$ cat src/rtl/rx_boxcar_decimator.sv
// rx_boxcar_decimator: integrate-and-dump decimator for 16-bit I/Q samples.
// Each group of R input samples becomes one 64-bit {Qsum, Isum} result.
// Results go into a show-ahead FIFO that drives an AXI-stream master.
module rx_boxcar_decimator #(
    parameter int FIFO_DEPTH = 16,
    parameter int RATE_WIDTH = 16
) (
    input  logic                          clk,
    input  logic                          rst_n,
    input  logic [RATE_WIDTH-1:0]         rate_axis_tdata_i,
    input  logic                          rate_axis_tvalid_i,
    input  logic [31:0]                   rx_iq_axis_tdata_i,
    input  logic                          rx_iq_axis_tvalid_i,
    input  logic                          axis_tready_i,
    output logic                          axis_tvalid_o,
    output logic [63:0]                   axis_tdata_o,
    output logic                          overflow_o,
    output logic [$clog2(FIFO_DEPTH):0]   fifo_count_o
);

    localparam int AW = $clog2(FIFO_DEPTH);
    localparam int CW = AW + 1;

    logic [RATE_WIDTH-1:0] rate_q, rate_d;
    logic [RATE_WIDTH-1:0] cnt_q, cnt_d;
    logic [31:0]           acc_i_q, acc_i_d;
    logic [31:0]           acc_q_q, acc_q_d;
    logic [AW-1:0]         wr_ptr_q, wr_ptr_d;
    logic [AW-1:0]         rd_ptr_q, rd_ptr_d;
    logic [CW-1:0]         count_q, count_d;
    logic                  overflow_q, overflow_d;
    logic [63:0]           fifo_mem_q [FIFO_DEPTH];

    logic [31:0] samp_i_ext, samp_q_ext;
    logic [31:0] sum_i, sum_q;
    logic        accept, dump;
    logic        fifo_empty, fifo_full, pop, wr_en;

    // Sign-extend the incoming sample and form the would-be window totals.
    always_comb begin
        samp_i_ext = {{16{rx_iq_axis_tdata_i[15]}}, rx_iq_axis_tdata_i[15:0]};
        samp_q_ext = {{16{rx_iq_axis_tdata_i[31]}}, rx_iq_axis_tdata_i[31:16]};
        sum_i      = acc_i_q + samp_i_ext;
        sum_q      = acc_q_q + samp_q_ext;
        // A rate write restarts the window, so a sample on that cycle is lost.
        accept     = rx_iq_axis_tvalid_i && !rate_axis_tvalid_i && (rate_q != '0);
        dump       = accept && (cnt_q == rate_q - RATE_WIDTH'(1));
    end

    // Rate register, sample counter and accumulators.
    always_comb begin
        rate_d  = rate_q;
        cnt_d   = cnt_q;
        acc_i_d = acc_i_q;
        acc_q_d = acc_q_q;
        if (rate_axis_tvalid_i) begin
            rate_d  = rate_axis_tdata_i;
            cnt_d   = '0;
            acc_i_d = '0;
            acc_q_d = '0;
        end else if (dump) begin
            // Window closes and the next one starts on the same edge.
            cnt_d   = '0;
            acc_i_d = '0;
            acc_q_d = '0;
        end else if (accept) begin
            cnt_d   = cnt_q + RATE_WIDTH'(1);
            acc_i_d = sum_i;
            acc_q_d = sum_q;
        end
    end

    // FIFO control: a pop frees a slot for a push on the same edge even when full.
    always_comb begin
        fifo_empty = (count_q == '0);
        fifo_full  = (count_q == CW'(FIFO_DEPTH));
        pop        = !fifo_empty && axis_tready_i;
        wr_en      = dump && (!fifo_full || pop);
        wr_ptr_d   = wr_ptr_q;
        rd_ptr_d   = rd_ptr_q;
        count_d    = count_q;
        overflow_d = overflow_q;
        if (wr_en) begin
            wr_ptr_d = wr_ptr_q + AW'(1);
        end
        if (pop) begin
            rd_ptr_d = rd_ptr_q + AW'(1);
        end
        if (wr_en && !pop) begin
            count_d = count_q + CW'(1);
        end else if (!wr_en && pop) begin
            count_d = count_q - CW'(1);
        end
        if (dump && !wr_en) begin
            overflow_d = 1'b1;
        end
    end

    // State registers with synchronous active-low reset.
    always_ff @(posedge clk) begin
        if (!rst_n) begin
            rate_q     <= '0;
            cnt_q      <= '0;
            acc_i_q    <= '0;
            acc_q_q    <= '0;
            wr_ptr_q   <= '0;
            rd_ptr_q   <= '0;
            count_q    <= '0;
            overflow_q <= 1'b0;
        end else begin
            rate_q     <= rate_d;
            cnt_q      <= cnt_d;
            acc_i_q    <= acc_i_d;
            acc_q_q    <= acc_q_d;
            wr_ptr_q   <= wr_ptr_d;
            rd_ptr_q   <= rd_ptr_d;
            count_q    <= count_d;
            overflow_q <= overflow_d;
        end
    end

    // FIFO storage; contents need no reset because occupancy gates the output.
    always_ff @(posedge clk) begin
        if (rst_n && wr_en) begin
            fifo_mem_q[wr_ptr_q] <= {sum_q, sum_i};
        end
    end

    // Show-ahead output: the head entry is presented whenever the FIFO is non-empty.
    always_comb begin
        axis_tvalid_o = !fifo_empty;
        axis_tdata_o  = fifo_empty ? 64'd0 : fifo_mem_q[rd_ptr_q];
        overflow_o    = overflow_q;
        fifo_count_o  = count_q;
    end

endmodule

$ cat config.mk
export PLATFORM = sky130hd
export DESIGN_NAME = rx_boxcar_decimator
export DESIGN_NICKNAME = d
export VERILOG_FILES = /design/src/rtl/rx_boxcar_decimator.sv
export SDC_FILE = /design/constraint.sdc
export NUM_CORES = 1
export LEC_CHECK = 0
export CORE_MARGIN = 2
export CORE_UTILIZATION = 30
export CTS_CLUSTER_SIZE = 40
export DETAILED_ROUTE_END_ITERATION = 6
export GPL_TIMING_DRIVEN = 0
export PLACE_DENSITY = 0.54
export SYNTH_ARGS = -nofsm -noshare
export SYNTH_HDL_FRONTEND = slang
export SYNTH_SLANG_ARGS = --single-unit
export TNS_END_PERCENT = 10
$ cat constraint.sdc
create_clock -name clk -period 8.5 [get_ports clk]
set_input_delay 1.7 -clock clk [delete_from_list [all_inputs] [get_ports clk]]
set_output_delay 1.7 -clock clk [all_outputs]
set_load 0.1 [all_outputs]
==> results of run 1 <==
==> layout make-up <==
| type | count | area, µm² |
|---|---|---|
| Timing Repair Buffer | 173 | 2280 |
| Multi-Input combinational cell | 1272 | 13700 |
| Clock inverter | 62 | 651 |
| Buffer | 126 | 512 |
| Inverter | 24 | 90.1 |
| Fill cell | 14600 | 100000 |
| Tap cell | 2058 | 2570 |
| Clock buffer | 145 | 3040 |
| Sequential cell | 1138 | 33000 |
==> cells by family (layout without fill, tap and decap cells) <==
kind of cell,after synthesis,in the layout,share of synthesized area (%)
AO/OA/AOI/OAI,291,291,3.93
XOR/XNOR,95,95,1.77
adder cells (fa/ha/maj),76,76,2.07
buffers and inverters,150,530,1.27
flip-flops,1138,1138,70.2
multiplexers,340,340,15.8
AND/OR/NAND/NOR,470,470,5.02
==> through the flow <==
step | cells | utilization, %
2_1_floorplan | 2560 | -
3_3_place_gp | 4739 | 32.6
3_5_place_dp | 4791 | 33.4
4_1_cts | 4998 | 35.7
5_1_grt | 4998 | 35.8
6_report | 4998 | 35.8
==> final timing paths <==
path / start / endpoint / slack (ns) / cells after the start
max: flip-flop / axis_tdata_o[2] / 1.21 / 7
min: acc_i_q[30] / acc_i_q[30] / 0.46 / 2
max reg2reg: rate_q[0] / fifo_mem_q[7][26] / 3.23 / 16
min reg2reg: acc_i_q[30] / acc_i_q[30] / 0.46 / 2
==> cell usage after synthesis, types with 8 or more instances <==
master | count | area [µm²]
edfxtp_1 | 1024 | 30700
mux4_2 | 320 | 7210
nand2_1 | 172 | 646
a21oi_1 | 120 | 601
dfxtp_1 | 114 | 2280
clkbuf_1 | 88 | 330
and2_1 | 76 | 475
ha_1 | 73 | 913
nor2_1 | 70 | 263
xnor2_1 | 58 | 508
o21ai_0 | 39 | 195
xor2_1 | 37 | 324
a21o_1 | 34 | 255
buf_1 | 27 | 101
nor2b_1 | 27 | 169
inv_1 | 23 | 86.3
nand3_1 | 22 | 110
mux2i_1 | 19 | 190
nor3_1 | 17 | 85.1
nand4_1 | 16 | 100
o21a_1 | 14 | 105
a21oi_2 | 11 | 96.3
nand2b_1 | 11 | 68.8
nor2_2 | 10 | 62.6
o211ai_1 | 10 | 75.1
or3_1 | 9 | 56.3
a31oi_1 | 8 | 50.1
nor4_1 | 8 | 50.1
o21bai_1 | 8 | 60.1
==> worst max-delay path, stage by stage (launching register included) <==
cell,delay [ns]
dfxtp_1,0.44
clkbuf_1,0.19
clkbuf_1,0.86
buf_1,0.98
mux4_2,0.63
mux4_2,0.46
and2_1,0.30
clkdlybuf4s50_1,1.02
==> flip-flops by register name (all words and copies together), names as in the netlist, 4 cells and up, named ones only <==
name and cells:
rate_q 16, fifo_mem_q 1024, fifo_count_o 5, acc_q_q 32
rd_ptr_q 4, acc_i_q 32, cnt_q 16, wr_ptr_q 4
==> power breakdown <==
group,switching [mW],internal (mW)
logic,2.75,1.27
registers,0.0302,6.21
clock network,2.13,2.88
total,4.91,10.4
==> metal layers <==
metal / part of all wire [%] / track usage (%) / wire [µm]
met5: 0.087 / 0 / 109
met4: 2.0 / 3.33 / 2480
met3: 5.7 / 2.94 / 7120
met1: 45 / 22.0 / 56300
met2: 48 / 25.2 / 59900
==> results.yml, run 1 <==
floorplan:
  dieArea_um2: 160000
  initial_utilization_pct: 30.2
  io-pin-count: 124
  fp-row-count: 145
  coreArea_um2: 156000
  die_h_um: 400
  die_w_um: 400
grt:
  grt_usage_pct: 15.6
  antenna_found_initial: 12
  grt_pass1_wl_um: 180000
  grt_pass1_vias: 25100
  grt_max_degree: 22
  grt_overflow: 0
yosys:
  synthesis.nets: 2689
  seq_area_frac_synth_pct: 70.2
  yosysWarnings: 0
  syn-instance-count: 2560
  ys_ff_latch: 1138
  async_reset_ff_share_pct: 0
  synthFlopType: "edfxtp_1"
  synth_edf_count: 1024
  synth_area_um2: 47100
  syn_avg_cell_area_um2: 18.4
  yosys.cell_types.count: 79
timing:
  finalMaxSlewViolations: 0
  final-setup-viol-count: 0
  timing.final.crit_share_pct: 85.8
  setup_ws_ns: 1.21
  finalHoldViolCount: 0
  worstMarginPinSlew_ns: 1.45
  fmax_ghz: 0.137
  layout_min_cycle_time_ns: 7.29
  whs_ns: 0.457
  rsz0062_at_grt: "false"
  worst_slew_margin_rel_pct: 3.07
  tns_ns: 0
  fin_skew_ns: 0.0334
setup_path:
  required_ns: 6.80
  crit_arrival_ns: 5.59
  crit_type: "reg2out"
  crit_path_start_kind: "flip-flop"
  end_kind: "output port"
  cp_max_fo: 10
cts:
  htree_levels: 3
  root_buffer: "clkbuf_16"
  clk_latency_ns: 0.73
  cts_tree: "yes"
  hold_buffers: 0
  cts-buffers-inserted: 112
  cts_resized: 0
  clk_pin_slew_ns: 0.06
  cts_sinks: 1138
  cts_setup_buffers: 0
  cts_buffer_depth: 3
run:
  drv_cap: 0
place:
  post-place-ws_ns: 1.82
  hpwlAfterDp_um: 81400
  port_buffers: 121
  gp_congestion: 0.823
  dpl_cell_area_um2: 52100
cells_and_area:
  nets: 2976
  final_common_cell: "edfxtp_1"
  drive_above_1_share_pct: 21.0
  syn2layout_area_growth_pct: 18.7
  final_area_um2: 55900
  antenna_cells: 0
  final_cell_mix: "1024 x edfxtp_1, 320 x mux4_2, 172 x nand2_1"
detailed_routing:
  drc_errors: 0
  ant_nets: 0
  wire_per_inst_um: 25.2
  drtPass1Iterations: 5
  drt-vias-per-instance: 4.98
  dr_total_vias: 24900
  first_iter_violations: 2693
  routed_wirelength_um: 126000
pwr:
  power_mw: 15.3
  max-vdd-ir-drop_mv: 0.196
  powerDensity_nw_per_um2: 273
  power_leakage_nw: 17.5
run_status:
  status: "finished clean"
hold_path:
  hold_path_class: "reg2reg"
Power figures use the tool's default switching activity.
==> inputs of run 2 (changes only) <==
--- a/config.mk
+++ b/config.mk
@@ -11,6 +11,7 @@
 export DETAILED_ROUTE_END_ITERATION = 6
 export GPL_TIMING_DRIVEN = 0
 export PLACE_DENSITY = 0.54
+export RECOVER_POWER = 50
 export SYNTH_ARGS = -nofsm -noshare
 export SYNTH_HDL_FRONTEND = slang
 export SYNTH_SLANG_ARGS = --single-unit
==> results.yml, run 2 (synthesis results as in run 1) <==
floorplan:
  io-pin-count: 124
  die_w_um: 400
  coreArea_um2: 156000
  dieArea_um2: 160000
  initial_utilization_pct: 30.2
  die_h_um: 400
  fp-row-count: 145
cts:
  root_buffer: "clkbuf_16"
  clk_latency_ns: 0.72
  hold_buffers: 0
  clk_pin_slew_ns: 0.06
  cts_tree: "yes"
  cts_resized: 0
  cts_sinks: 1138
  cts-buffers-inserted: 112
  cts_setup_buffers: 0
  htree_levels: 3
  cts_buffer_depth: 3
grt:
  antenna_found_initial: 13
  grt_usage_pct: 15.6
  grt_pass1_wl_um: 180000
  grt_overflow: 0
  grt_max_degree: 22
  grt_pass1_vias: 25100
pwr:
  max-vdd-ir-drop_mv: 0.190
  power_mw: 15.3
  powerDensity_nw_per_um2: 275
  power_leakage_nw: 17.3
cells_and_area:
  regMostFlops: "fifo_mem_q"
  final_cells: 4999
  syn2layout_area_growth_pct: 17.9
  final_area_um2: 55500
  multi_input_area_um2: 13500
  nets: 2976
  drive_above_1_share_pct: 19.3
  n_fill_cell: 14600
  final_cell_mix: "1024 x edfxtp_1, 320 x mux4_2, 172 x nand2_1"
  largest_register_ffs: 1024
  top_regs: "fifo_mem_q: 1024 flops, acc_i_q: 32 flops, acc_q_q: 32 flops"
  register_area_um2: 33000
  final_common_cell: "edfxtp_1"
timing:
  final-setup-viol-count: 0
  rsz0062_at_grt: "false"
  worstMarginPinSlew_ns: 2.39
  fmax_ghz: 0.137
  timing.final.crit_share_pct: 85.7
  whs_ns: 0.455
  finalHoldViolCount: 0
  layout_min_cycle_time_ns: 7.28
  worst_slew_margin_rel_pct: -59.9
  finalMaxSlewViolations: 269
  fin_skew_ns: 0.0316
setup_path:
  crit_path_start_kind: "flip-flop"
  end_kind: "output port"
  cp_max_fo: 10
  required_ns: 6.80
  crit_arrival_ns: 5.58
  crit_type: "reg2out"
run_status:
  status: "complete, but fails checks"
  violations: "capacitance limit, slew limit"
detailed_routing:
  routed_wirelength_um: 126000
  wire_per_inst_um: 25.2
  dr_total_vias: 24900
  drc_errors: 0
  first_iter_violations: 2620
  ant_nets: 0
  drtPass1Iterations: 6
  drt-vias-per-instance: 4.97
place:
  gp_congestion: 0.823
  port_buffers: 121
  place_inst: 4791
  hpwlAfterDp_um: 81400
  dpl_cell_area_um2: 52100
hold_path:
  hold_path_class: "reg2reg"
run:
  drv_cap: 19
[run 2: cell types whose count changed in the layout (fill, tap and decap cells not counted), moves of 2 or more]
cell and delta:
clkbuf_1 +20, nor2_1 +13, nor2_4 -13, clkdlybuf4s50_1 -12, dlygate4sd3_1 +12, xnor2_1 +12
xnor2_2 -12, buf_12 -8, buf_2 -6, and2_0 +4, and2_1 -4, buf_6 -3
o21ai_0 +2, o21ai_1 -2
[run 2: critical path: stages, from the launching register on]
cell and delay (ns):
dfxtp_1 0.44, clkbuf_1 0.19, clkbuf_1 0.86, buf_1 0.97
mux4_2 0.63, mux4_2 0.46, and2_1 0.29, clkdlybuf4s50_1 1.02
[run 2: metal layers]
| layer | GRT usage [%] | vias up | routed length [µm] |
|---|---|---|---|
| met5 | 0 | - | 109 |
| met4 | 3.33 | 20 | 2480 |
| met3 | 2.94 | 183 | 7360 |
| met2 | 25.2 | 720 | 60000 |
| met1 | 22.0 | 13100 | 56100 |
| li1 | - | 10900 | - |
[run 2: area by class of cell]
type / count / area share, %
antenna: 1 / 0.00451
buffer: 126 / 0.859
clock buffer: 145 / 5.48
clock inverter: 62 / 1.17
inverter: 24 / 0.162
multi-input combinational: 1272 / 24.3
sequential: 1138 / 59.5
tap: 2058 / 4.64
timing repair buffer: 173 / 3.84
[run 2: through the flow]
stage                     setup slack, ns  utilization [%]  setup TNS [ns]
final                                1.22             35.6               0
after detailed placement             1.82             33.4               0
after global routing                0.752             35.6               0
after floorplan                      2.05                -               0
after global placement              -3.40             32.6        -3145.48
after CTS                            1.06             35.7               0
[run 2: where the power goes]
part | internal (mW) | leakage, nW | switching [mW] | total, mW
Combinational | 1.27 | 5.37 | 2.75 | 4.01
Sequential | 6.21 | 10.1 | 0.0298 | 6.24
Clock | 2.88 | 1.80 | 2.12 | 5.00
Total | 10.4 | 17.3 | 4.90 | 15.3
[run 2: worst paths after layout]
path | start | slack, ns | depth (start not counted) | endpoint
setup / recovery | flip-flop | 1.22 | 7 | axis_tdata_o[2]
hold / removal | acc_i_q[30] | 0.46 | 2 | acc_i_q[30]
hold reg to reg | acc_i_q[30] | 0.46 | 2 | acc_i_q[30]
setup reg to reg | rate_q[0] | 1.45 | 15 | fifo_mem_q[1][38]
==> inputs of run 3 (changes only) <==
--- a/config.mk
+++ b/config.mk
@@ -5,12 +5,12 @@
 export SDC_FILE = /design/constraint.sdc
 export NUM_CORES = 1
 export LEC_CHECK = 0
+export ABC_CLOCK_PERIOD_IN_PS = 8500
 export CORE_MARGIN = 2
 export CORE_UTILIZATION = 30
 export CTS_CLUSTER_SIZE = 40
 export DETAILED_ROUTE_END_ITERATION = 6
-export GPL_TIMING_DRIVEN = 0
-export PLACE_DENSITY = 0.54
+export PLACE_DENSITY = 0.49
 export RECOVER_POWER = 50
 export SYNTH_ARGS = -nofsm -noshare
 export SYNTH_HDL_FRONTEND = slang
==> results.yml, run 3 (synthesis results as in run 1) <==
run_status:
  status: "complete, but fails checks"
  violations: "DRC, capacitance limit, slew limit"
setup_path:
  crit_arrival_ns: 7.93
  cp_common_cell: "nand2_1"
  slowest_stage: "clkbuf_2"
  crit_chain: "dlygate4sd3_1, nand2b_1, a21oi_4, buf_4, nand2_1, nor4_1, nand4_2, nand3b_1, clkbuf_2, inv_1, nand4_1, nand2_1"
  end_kind: "flip-flop"
  crit_type: "in2reg"
  required_ns: 9.11
  cp_max_fo: 82
  critPathBufInv: 4
  worst_path_largest_cell_delay_ns: 1.84
  critPathTopFamily: "buffers and inverters"
  crit_path_start_kind: "input pin"
cells_and_area:
  largest_register_ffs: 1024
  syn2layout_area_growth_pct: 16.6
  final_area_um2: 54900
  final_common_cell: "edfxtp_1"
  final_util_pct: 35.2
  final_cell_mix: "1024 x edfxtp_1, 320 x mux4_2, 172 x nand2_1"
  drive_above_1_share_pct: 20.3
  regMostFlops: "fifo_mem_q"
  top_regs: "fifo_mem_q: 1024 flops, acc_i_q: 32 flops, acc_q_q: 32 flops"
  nets: 2872
grt:
  antenna_found_initial: 6
  grt_usage_pct: 15.0
  grt_max_degree: 84
  grt_overflow: 0
  grt_pass1_wl_um: 175000
  grt_pass1_vias: 25700
floorplan:
  fp-row-count: 145
  coreArea_um2: 156000
  die_w_um: 400
  dieArea_um2: 160000
  io-pin-count: 124
  initial_utilization_pct: 30.2
  die_h_um: 400
hold_path:
  hold_path_class: "reg2reg"
cts:
  cts-buffers-inserted: 116
  cts_resized: 0
  root_buffer: "clkbuf_16"
  clk_pin_slew_ns: 0.06
  htree_levels: 3
  cts_sinks: 1138
  cts_setup_buffers: 0
  cts_tree: "yes"
  hold_buffers: 0
  cts_buffer_depth: 3
  clk_latency_ns: 0.73
timing:
  fmax_ghz: 0.137
  setup_ws_ns: 1.18
  finalMaxSlewViolations: 304
  fin_skew_ns: 0.0286
  finalHoldViolCount: 0
  worstMarginPinSlew_ns: 2.73
  timing.final.crit_share_pct: 86.1
  rsz0062_at_grt: "false"
  worst_slew_margin_rel_pct: -82.0
  layout_min_cycle_time_ns: 7.32
  final-setup-viol-count: 0
  tns_ns: 0
  whs_ns: 0.461
pwr:
  power_leakage_nw: 17.1
  max-vdd-ir-drop_mv: 0.167
  powerDensity_nw_per_um2: 276
place:
  post-place-ws_ns: 1.65
  port_buffers: 123
  hpwlAfterDp_um: 69300
  gp_congestion: 0.783
  dpl_cell_area_um2: 51300
detailed_routing:
  drc_errors: 1
  routed_wirelength_um: 120000
  drt-vias-per-instance: 4.97
  drtPass1Iterations: 7
  dr_total_vias: 24400
  ant_nets: 0
  first_iter_violations: 1954
  wire_per_inst_um: 24.4
run:
  drv_cap: 11
## run 3: metrics by stage
| step | power, mW | instances |
|---|---|---|
| after floorplan | 9.24 | 2560 |
| after global placement | 10.3 | 4683 |
| after detailed placement | 10.3 | 4683 |
| after CTS | 15.4 | 4900 |
| after global routing | 15.8 | 4900 |
| final | 15.2 | 4903 |
## run 3: path summary, 6_finish.rpt
kind | from | end | slack, ns | cells past startpoint
setup / recovery | rate_axis_tvalid_i | acc_q_q[31] | 1.18 | 12
hold / removal | acc_q_q[22] | acc_q_q[22] | 0.46 | 2
setup reg to reg | rate_q[0] | acc_q_q[31] | 2.04 | 14
hold reg to reg | acc_q_q[22] | acc_q_q[22] | 0.46 | 2
## run 3: layer usage
layer	share of wire (%)	vias up	global-route usage, %	wire [µm]
met4	2.3	0	4.29	2720
met5	0	-	0	0
met3	4.3	163	2.00	5190
met2	50	609	25.2	59200
li1	-	10700	-	-
met1	44	12900	20.1	52400
## run 3: cell type report
cell class,instances,area [µm²]
multi-input cells,1272,13500
well taps,2058,2570
inverters,24,90.1
diodes,3,7.51
clock buffers,152,3150
repair buffers,191,1840
clock inverters,65,666
flip-flops and latches,1138,33000
fillers,14600,101000
## run 3: report_power, final
group,switching (mW),internal (mW)
clock,2.16,2.92
combinational,2.54,1.25
sequential,0.0928,6.21
total,4.79,10.4
## run 3: worst register-to-register path, stage by stage, from the launching register on
cell	delay (ns)
dfxtp_1	0.47
inv_1	0.08
ha_1	0.29
or4b_1	0.37
nor3_1	0.16
a21oi_4	0.14
buf_4	0.53
nand2_1	0.13
nor4_1	0.39
nand4_2	0.16
nand3b_1	0.11
clkbuf_2	1.84
inv_1	1.24
nand4_1	0.36
nand2_1	0.08
